$ cat src/rtl/video_timing_pkg.sv
// ---------------------------------------------------------------------------
// video_timing_pkg
//   Shared helpers for the video pattern generator:
//     - clog2()            : ceiling log2, minimum result 1 (no zero-width buses)
//     - h_total()/v_total(): raster totals from the four timing parameters
//     - BAR_COLOURS        : 3-bit {red, green, blue} code for each of the
//                            eight colour bars, left to right
// ---------------------------------------------------------------------------
package video_timing_pkg;

  localparam int BAR_COUNT = 8;

  // Indexed by bar number; element 0 is the leftmost bar.
  // Order: white, yellow, cyan, green, magenta, red, blue, black.
  localparam logic [BAR_COUNT-1:0][2:0] BAR_COLOURS = {
    3'b000,  // 7 black
    3'b001,  // 6 blue
    3'b100,  // 5 red
    3'b101,  // 4 magenta
    3'b010,  // 3 green
    3'b011,  // 2 cyan
    3'b110,  // 1 yellow
    3'b111   // 0 white
  };

  localparam logic [2:0] BORDER_COLOUR = 3'b100;  // full-scale red

  function automatic int clog2(input int value);
    int result;
    result = 0;
    for (int w = value - 1; w > 0; w = w >> 1) begin
      result++;
    end
    return (result == 0) ? 1 : result;
  endfunction

  function automatic int h_total(input int active, input int front,
                                 input int sync, input int back);
    return active + front + sync + back;
  endfunction

  function automatic int v_total(input int active, input int front,
                                 input int sync, input int back);
    return active + front + sync + back;
  endfunction

endpackage

$ cat src/rtl/video_timing_counter.sv
// ---------------------------------------------------------------------------
// video_timing_counter
//   Horizontal/vertical raster counters and the decode of the current
//   position. Decode outputs are combinational views of the counters; the
//   parent registers them so everything leaves the block aligned.
//
//   Ports
//     i_Clk     pixel clock (rising edge)
//     i_nRst    asynchronous active-low reset
//     i_Enable  counters advance only when high
//     o_H/o_V   current horizontal / vertical position
//     o_Active  position is inside the visible area
//     o_HSync   horizontal sync window (active high)
//     o_VSync   vertical sync window (active high)
// ---------------------------------------------------------------------------
module video_timing_counter
  import video_timing_pkg::*;
#(
  parameter int C_H_ACTIVE = 640,
  parameter int C_H_FRONT  = 16,
  parameter int C_H_SYNC   = 96,
  parameter int C_H_BACK   = 48,
  parameter int C_V_ACTIVE = 480,
  parameter int C_V_FRONT  = 10,
  parameter int C_V_SYNC   = 2,
  parameter int C_V_BACK   = 33,
  localparam int H_TOTAL = h_total(C_H_ACTIVE, C_H_FRONT, C_H_SYNC, C_H_BACK),
  localparam int V_TOTAL = v_total(C_V_ACTIVE, C_V_FRONT, C_V_SYNC, C_V_BACK),
  localparam int HW      = clog2(H_TOTAL),
  localparam int VW      = clog2(V_TOTAL)
) (
  input  logic          i_Clk,
  input  logic          i_nRst,
  input  logic          i_Enable,
  output logic [HW-1:0] o_H,
  output logic [VW-1:0] o_V,
  output logic          o_Active,
  output logic          o_HSync,
  output logic          o_VSync
);

  localparam logic [HW-1:0] H_LAST     = HW'(H_TOTAL - 1);
  localparam logic [VW-1:0] V_LAST     = VW'(V_TOTAL - 1);
  localparam logic [HW-1:0] H_ACT      = HW'(C_H_ACTIVE);
  localparam logic [VW-1:0] V_ACT      = VW'(C_V_ACTIVE);
  localparam logic [HW-1:0] HS_START   = HW'(C_H_ACTIVE + C_H_FRONT);
  localparam logic [HW-1:0] HS_END     = HW'(C_H_ACTIVE + C_H_FRONT + C_H_SYNC);
  localparam logic [VW-1:0] VS_START   = VW'(C_V_ACTIVE + C_V_FRONT);
  localparam logic [VW-1:0] VS_END     = VW'(C_V_ACTIVE + C_V_FRONT + C_V_SYNC);

  // NOTE: sequential state uses non-blocking (<=) so every register samples
  // pre-edge values; blocking here would create order-dependent races.
  always_ff @(posedge i_Clk or negedge i_nRst) begin
    if (!i_nRst) begin
      o_H <= '0;
      o_V <= '0;
    end else if (i_Enable) begin
      if (o_H == H_LAST) begin
        o_H <= '0;
        o_V <= (o_V == V_LAST) ? '0 : o_V + 1'b1;
      end else begin
        o_H <= o_H + 1'b1;
      end
    end
  end

  assign o_Active = (o_H < H_ACT) && (o_V < V_ACT);
  assign o_HSync  = (o_H >= HS_START) && (o_H < HS_END);
  assign o_VSync  = (o_V >= VS_START) && (o_V < VS_END);

endmodule

$ cat src/rtl/video_pattern_generator.sv
// ---------------------------------------------------------------------------
// video_pattern_generator
//   Raster timing, active-low syncs and an eight-bar colour test pattern.
//   Every output is registered one cycle after the decode of the current
//   position, so sync, enable, colour and X/Y stay mutually aligned.
//
//   Build option: define VIDEO_PATTERN_BORDER_EN to paint a one-pixel red
//   frame around the visible area. Timing is unchanged by the option.
//
//   Ports
//     i_Clk            pixel clock (rising edge)
//     i_nRst           asynchronous active-low reset
//     i_Enable         advance the raster; low gives idle outputs, X/Y hold
//     o_OutputEnable   current output pixel is in the visible area
//     o_Red/Green/Blue pixel components, C_COMPONENT_DEPTH bits each
//     o_nHSync         active-low horizontal sync
//     o_nVSync         active-low vertical sync
//     o_X/o_Y          position of the current output pixel
//     o_FrameStart     one-cycle pulse while pixel (0,0) is output
// ---------------------------------------------------------------------------
module video_pattern_generator
  import video_timing_pkg::*;
#(
  parameter int C_COMPONENT_DEPTH = 8,
  parameter int C_H_ACTIVE = 640,
  parameter int C_H_FRONT  = 16,
  parameter int C_H_SYNC   = 96,
  parameter int C_H_BACK   = 48,
  parameter int C_V_ACTIVE = 480,
  parameter int C_V_FRONT  = 10,
  parameter int C_V_SYNC   = 2,
  parameter int C_V_BACK   = 33,
  localparam int H_TOTAL = h_total(C_H_ACTIVE, C_H_FRONT, C_H_SYNC, C_H_BACK),
  localparam int V_TOTAL = v_total(C_V_ACTIVE, C_V_FRONT, C_V_SYNC, C_V_BACK),
  localparam int HW      = clog2(H_TOTAL),
  localparam int VW      = clog2(V_TOTAL)
) (
  input  logic                         i_Clk,
  input  logic                         i_nRst,
  input  logic                         i_Enable,
  output logic                         o_OutputEnable,
  output logic [C_COMPONENT_DEPTH-1:0] o_Red,
  output logic [C_COMPONENT_DEPTH-1:0] o_Green,
  output logic [C_COMPONENT_DEPTH-1:0] o_Blue,
  output logic                         o_nHSync,
  output logic                         o_nVSync,
  output logic [HW-1:0]                o_X,
  output logic [VW-1:0]                o_Y,
  output logic                         o_FrameStart
);

  localparam int BAR_W = C_H_ACTIVE / BAR_COUNT;

  logic [HW-1:0] h;
  logic [VW-1:0] v;
  logic          active;
  logic          hsync;
  logic          vsync;

  video_timing_counter #(
    .C_H_ACTIVE (C_H_ACTIVE),
    .C_H_FRONT  (C_H_FRONT),
    .C_H_SYNC   (C_H_SYNC),
    .C_H_BACK   (C_H_BACK),
    .C_V_ACTIVE (C_V_ACTIVE),
    .C_V_FRONT  (C_V_FRONT),
    .C_V_SYNC   (C_V_SYNC),
    .C_V_BACK   (C_V_BACK)
  ) u_timing (
    .i_Clk    (i_Clk),
    .i_nRst   (i_nRst),
    .i_Enable (i_Enable),
    .o_H      (h),
    .o_V      (v),
    .o_Active (active),
    .o_HSync  (hsync),
    .o_VSync  (vsync)
  );

  // Bar index saturates at the last bar so any remainder columns from the
  // integer division stay black rather than wrapping to white.
  logic [HW-1:0] bar_quot;
  logic [2:0]    bar_idx;
  logic          on_border;
  logic [2:0]    pix_code;

  assign bar_quot = h / HW'(BAR_W);
  assign bar_idx  = (bar_quot > HW'(BAR_COUNT - 1)) ? 3'(BAR_COUNT - 1) : bar_quot[2:0];

`ifdef VIDEO_PATTERN_BORDER_EN
  localparam logic [HW-1:0] H_EDGE = HW'(C_H_ACTIVE - 1);
  localparam logic [VW-1:0] V_EDGE = VW'(C_V_ACTIVE - 1);
  assign on_border = (h == '0) || (h == H_EDGE) || (v == '0) || (v == V_EDGE);
`else
  assign on_border = 1'b0;
`endif

  // NOTE: every signal assigned in always_comb gets a default first, so no
  // path leaves it unassigned and no latch is inferred.
  always_comb begin
    pix_code = 3'b000;
    if (active) begin
      pix_code = on_border ? BORDER_COLOUR : BAR_COLOURS[bar_idx];
    end
  end

  always_ff @(posedge i_Clk or negedge i_nRst) begin
    if (!i_nRst) begin
      o_OutputEnable <= 1'b0;
      o_Red          <= '0;
      o_Green        <= '0;
      o_Blue         <= '0;
      o_nHSync       <= 1'b1;
      o_nVSync       <= 1'b1;
      o_X            <= '0;
      o_Y            <= '0;
      o_FrameStart   <= 1'b0;
    end else if (i_Enable) begin
      o_OutputEnable <= active;
      o_Red          <= {C_COMPONENT_DEPTH{pix_code[2]}};
      o_Green        <= {C_COMPONENT_DEPTH{pix_code[1]}};
      o_Blue         <= {C_COMPONENT_DEPTH{pix_code[0]}};
      o_nHSync       <= ~hsync;
      o_nVSync       <= ~vsync;
      o_X            <= h;
      o_Y            <= v;
      o_FrameStart   <= (h == '0) && (v == '0);
    end else begin
      // Idle while paused; X/Y keep the last presented position.
      o_OutputEnable <= 1'b0;
      o_Red          <= '0;
      o_Green        <= '0;
      o_Blue         <= '0;
      o_nHSync       <= 1'b1;
      o_nVSync       <= 1'b1;
      o_FrameStart   <= 1'b0;
    end
  end

endmodule

$ cat config.mk
export PLATFORM = sky130hd
export DESIGN_NAME = video_pattern_generator
export DESIGN_NICKNAME = d
export VERILOG_FILES = /design/src/rtl/video_timing_pkg.sv /design/src/rtl/video_timing_counter.sv /design/src/rtl/video_pattern_generator.sv
export SDC_FILE = /design/constraint.sdc
export NUM_CORES = 1
export LEC_CHECK = 0
export BUFFER_PORTS_ARGS = -buffer_cell sky130_fd_sc_hd__buf_4
export CORE_MARGIN = 2
export CORE_UTILIZATION = 50
export DETAILED_ROUTE_END_ITERATION = 12
export PLACE_DENSITY = 0.73
export SETUP_SLACK_MARGIN = 0.2
export SLEW_MARGIN = 20
export SYNTH_ARGS = -nofsm -noshare
export SYNTH_HDL_FRONTEND = slang
export SYNTH_SLANG_ARGS = --single-unit
$ cat constraint.sdc
create_clock -name i_Clk -period 2.9 [get_ports i_Clk]
set_input_delay 0.58 -clock i_Clk [delete_from_list [all_inputs] [get_ports i_Clk]]
set_output_delay 0.58 -clock i_Clk [all_outputs]
set_load 0.005 [all_outputs]
## Word level (Yosys, flattened, before mapping)

Memory sizes are Yosys's and may differ from the RTL's.
Index checks and enable logic that the tools add are counted.

| word-level totals | value |
|---|---|
| ROM bits | 24 |
| memories kept | 1 |
| word-level logic and storage cells | 46 |
| flip-flop bits (word level) | 68 |

| cells by class | value |
|---|---|
| divide/modulo/power cells | 1 |
| add/subtract/negate cells | 2 |
| bitwise logic cells | 2 |
| muxes and demuxes | 12 |
| $lt $le $gt $ge | 8 |
| reductions and logical operators | 7 |
| eq/ne operators | 2 |

Memories:

| name | depth | width | rd ports | clocked after memory_dff | wr ports | RTL line | source |
|---|---|---|---|---|---|---|---|
| (name not given) | 8 | 3 | 1 | 0 | 0 | video_pattern_generator.sv:103 | `pix_code = on_border ? BORDER_COLOUR : BAR_COLOURS[bar_idx];` |

Operators by type and width:

| cell | count |
|---|---|
| $mux 8 | 3 |
| $add 10x1->10 const B | 2 |
| $eq 10x10->1 const B | 2 |
| $logic_not 10->1 | 2 |
| $lt 10x10->1 const B | 2 |
| $lt 10x9->1 const B | 2 |
| $mux 10 | 2 |
| $div 10x7->10 const B | 1 |
| $ge 10x10->1 const B | 1 |
| $ge 10x9->1 const B | 1 |
| $gt 10x3->1 const B | 1 |
| $mux 3 | 3 |
| $logic_and 1x1->1 | 4 |
| $lt 3x4->1 const B | 1 |
| $mux 1 | 4 |
| $not 1->1 | 2 |
| $reduce_and 2->1 | 1 |

## Longest topological paths before layout

| depth | value |
|---|---|
| word-level depth | 7 |
| depth in mapped cells | 6 |
| mapped depth without buffers | 6 |

## By module

A second synthesis with hierarchy kept.

| unflattened totals | value |
|---|---|
| cell total of the unflattened synthesis | 219 |
| area total of the unflattened synthesis | 2474.9 um2 |

Modules (own cells, without submodules):

| module | area an instance (um2) | times used | sequential area each (um2) | cells an instance |
|---|---|---|---|---|
| video_pattern_generator | 1356.3 | 1 | 678.2 | 114 |
| video_timing_counter | 1118.6 | 1 | 500.5 | 105 |

## Least setup slack after synthesis

OpenSTA, ideal clock, no wires.

| timing path | value |
|---|---|
| kind | input-to-reg |
| start | input i_Enable |
| end | register u_timing.o_V[9] |
| arrival time | 1.686 ns |
| cell stages on the path | 6 |
| required time | 2.805 ns |
| path slack | 1.119 ns |
| cells stage by stage | buf_2 > and4_1 > and4_1 > buf_4 > nand2_1 > o31ai_1 |

| on the way | value |
|---|---|
| longest elaborated chain between the ends | 1 |

RTL lines:

| element | RTL line | source |
|---|---|---|
| from (decl) | video_pattern_generator.sv:40 | `input logic i_Enable,` |
| $reduce_and 2->1 (no source line) | -- |  |
| to (signal assigned) | video_timing_counter.sv:60 | `o_V <= (o_V == V_LAST) ? '0 : o_V + 1'b1;` |
| to (decl) | video_timing_counter.sv:36 | `output logic [VW-1:0] o_V,` |

Every way passes these cells.
A chain may end at the register's enable or synchronous reset.

## Worst setup path after layout

| timing path | value |
|---|---|
| start | register u_timing.o_H[8] |
| end | register u_timing.o_V[6] |

| on the way | value |
|---|---|
| longest elaborated chain between the ends | 2 |

RTL lines:

| element | RTL line | source |
|---|---|---|
| from (decl) | video_timing_counter.sv:35 | `output logic [HW-1:0] o_H,` |
| from (signal assigned) | video_timing_counter.sv:62 | `o_H <= o_H + 1'b1;` |
| $eq 10x10->1 | video_timing_counter.sv:58 | `if (o_H == H_LAST) begin` |
| $reduce_and 2->1 (no source line) | -- |  |

Every way passes these cells.

==> results.md <==
* Setup violators final at 0
* First-iteration detailed-routing DRC count at 136
* Hold WS at 268 ps
* Number of nets in the layout at 251
* Residual DRC at 0
* PnR Total Power at 1.83 mW
* Pre-CTS setup slack at 678 ps
* Sum Neg Setup Slack at 0 ps
* Slew Viols, Final at 0
* Synth Instances at 219
* Post-DP HPWL at 3.05 mm
* Setup crit end kind: flip-flop
* Synthesized area at 0.00239 mm^2
* Synthesized area per cell at 10.9 um^2
* Hold Fails Final Rpt at 0
* Die height at 73.2 um
* # resized after CTS at 0
* Boundary Pins at 51
* Seq/Total Area, Yosys at 49.3%
* Global-route wire length before repair at 7.27 mm
* Initial core utilization at 51.3%
* Clock Latency Late Sink at 310 ps
* Worst Path Max Fanout at 18
* CP Launch Type: flip-flop
* Util after Layout at 58.4%
* Least-Margin Pin Slew at 569 ps
* Antenna diode count at 0
* Clk pin slew, worst setup/hold paths at 90 ps
* Switch share at 31.2%
* Hold_buf cts at 0
* Status: completed
* Reg power frac at 51.3%
* CP required at 3090 ps
* Setup bufs post-CTS at 0
* Vias in the first global route at 1,536
* Pint at 1.26 mW
* Main synth FF type: dfrtp_1
* Row count at 25
* CTS tree: yes
* WL/cell at 14.7 um
* P_sw at 0.570 mW
* Max VDD drop at 0.000363 V
* Yosys Warn Count at 0
* IO buf count at 50
* RSZ-0062 raised after global routing: no
* Die area at 0.00535 mm^2
* Max-Cap Viols at 0
* Die span in x at 73.2 um
* Share of cells above drive strength 1 at 31.4%
* Worst Path Class, Setup: flip-flop to flip-flop
* Clock buffer depth at 2
* Clock sinks at 47
* Largest net degree at the start of global routing at 48
* Post-layout min period at 2090 ps
* Cell variety after synth at 48
* Routed vias at 1,672
* Gate power share at 24.8%
* Fmax at 478 MHz
* CP Data Arrival Time at 2280 ps
* Final Cycle Share at 72.2%
* Routability cong. at 0.855
* Grt ovf at 0
* Syn nets at 226
* Synth-to-layout area growth at 13.9%
* Async SR Flop Fraction at 100%
* Fin Clk Skew at 6.58 ps
* Power Density at 670 mW/mm^2
* Leakage at 1.24 nW
* Drt total wl at 4.41 mm
* Worst r2r path cells at 4
* Clock Root Buffer: clkbuf_8
* Antenna violations before repair at 0
* Via-to-Cell Ratio at 5.59
* Synthesized flop and latch total at 47
* Post-route setup slack at 806 ps
* Num CTS Buffers at 5
* H-tree Lvls at 2
* Antenna viol nets, final at 0
* Clock power frac at 23.9%
* Worst hold path class: primary input to asynchronous set/reset pin
* Core area at 0.00466 mm^2
* First drt pass iteration count at 4
* Slew HR at 62.0%
* Number of enable flip-flop cells after synthesis at 0
* GRT Total Usage at 17.9%
cell families after synthesis:
group                    after synthesis  share of synthesized area, %
AO/OA/AOI/OAI                         28                          8.11
XOR/XNOR                              11                          4.03
flip-flops                            47                          49.3
adder cells (fa/ha/maj)                5                          2.51
buffers and inverters                 43                          10.7
multiplexers                          20                          9.37
AND/OR/NAND/NOR                       65                          16.0
critical path, cell delays in order (launching register included):
cell and delay (ps):
dfrtp_1 660, nor3b_1 410, and4_1 560, nand4_1 190, xnor2_1 160
area by class of cell:
type / count / area [um^2]
Fill cell: 380 / 1940
Sequential cell: 47 / 1180
Multi-Input combinational cell: 129 / 957
Inverter: 11 / 41.3
Clock buffer: 7 / 96.3
Tap cell: 54 / 67.6
Timing Repair Buffer: 50 / 375
Clock inverter: 1 / 7.51
power by group through the flow:
stage          logic (mW)  registers [mW]  clock network (mW)
2_1_floorplan       0.357           0.871                   0
3_3_place_gp        0.453           0.938                   0
3_5_place_dp        0.459           0.945                   0
4_1_cts             0.461           0.934               0.451
5_1_grt             0.507           0.959               0.471
6_report            0.453           0.936               0.436
layer usage:
layer	GRT usage (%)	vias up	routed length, um
met5	0	-	0
met4	6.79	0	72
met3	4.14	8	225
met2	27.8	51	2060
met1	24.3	800	2040
li1	-	813	-
sequential cells by signal, summed over array words and instances (netlist names), 10 cells and up:
name,count
o_X,10
u_timing.o_H,10
o_Y,10
u_timing.o_V,10
path summary, 6_finish.rpt:
kind,from,endpoint,slack (ps)
max,u_timing.o_H[8],u_timing.o_V[6],810
min,i_nRst,o_Y[1],270
max reg2reg,u_timing.o_H[8],u_timing.o_V[6],810
min reg2reg,o_Y[3],o_Y[3],490
max in group asynchronous,i_nRst,o_nHSync,2240
min in group i_Clk,o_Y[3],o_Y[3],490
metrics by stage:
step / area [um^2] / instances
global route: 2720 / 299
global placement: 2620 / 291
floorplan: 2390 / 219
CTS: 2720 / 299
finish: 2720 / 299
detailed placement: 2620 / 291
cell usage after synthesis, drive strengths merged, types with 2 or more instances:
master   count  area share, %
buf         29            8.5
and2         3           0.79
a2111oi      2           0.79
ha           4            2.1
nand2        8            1.3
nor3b        2           0.63
nor2         7            1.1
and3         5            1.5
o21ai        8            1.7
nor2b        4            1.4
a31oi        2           0.52
nor3         3           0.63
nand4       13            3.4
o31ai        3           0.94
clkbuf       3           0.47
dfstp        2            2.2
a21oi        4           0.84
inv         11            1.7
mux2        19            8.9
nand3        9            1.9
xnor2       11            4.0
and4         3            1.1
nand2b       3           0.79
nor4b        2           0.73
dfrtp       45             47
cell usage in the layout (no fill, tap or decap), types with 4 or more instances in the layout:
cell	count
nand2_1	8
buf_4	50
and3_1	4
inv_1	10
mux2_2	14
xnor2_1	11
a21oi_1	4
clkbuf_8	7
nand3_1	9
nand4_1	13
nor2_1	7
dfrtp_1	45
ha_1	4
o21ai_1	5
mux2_1	5
(Power assumes the default switching activity.)
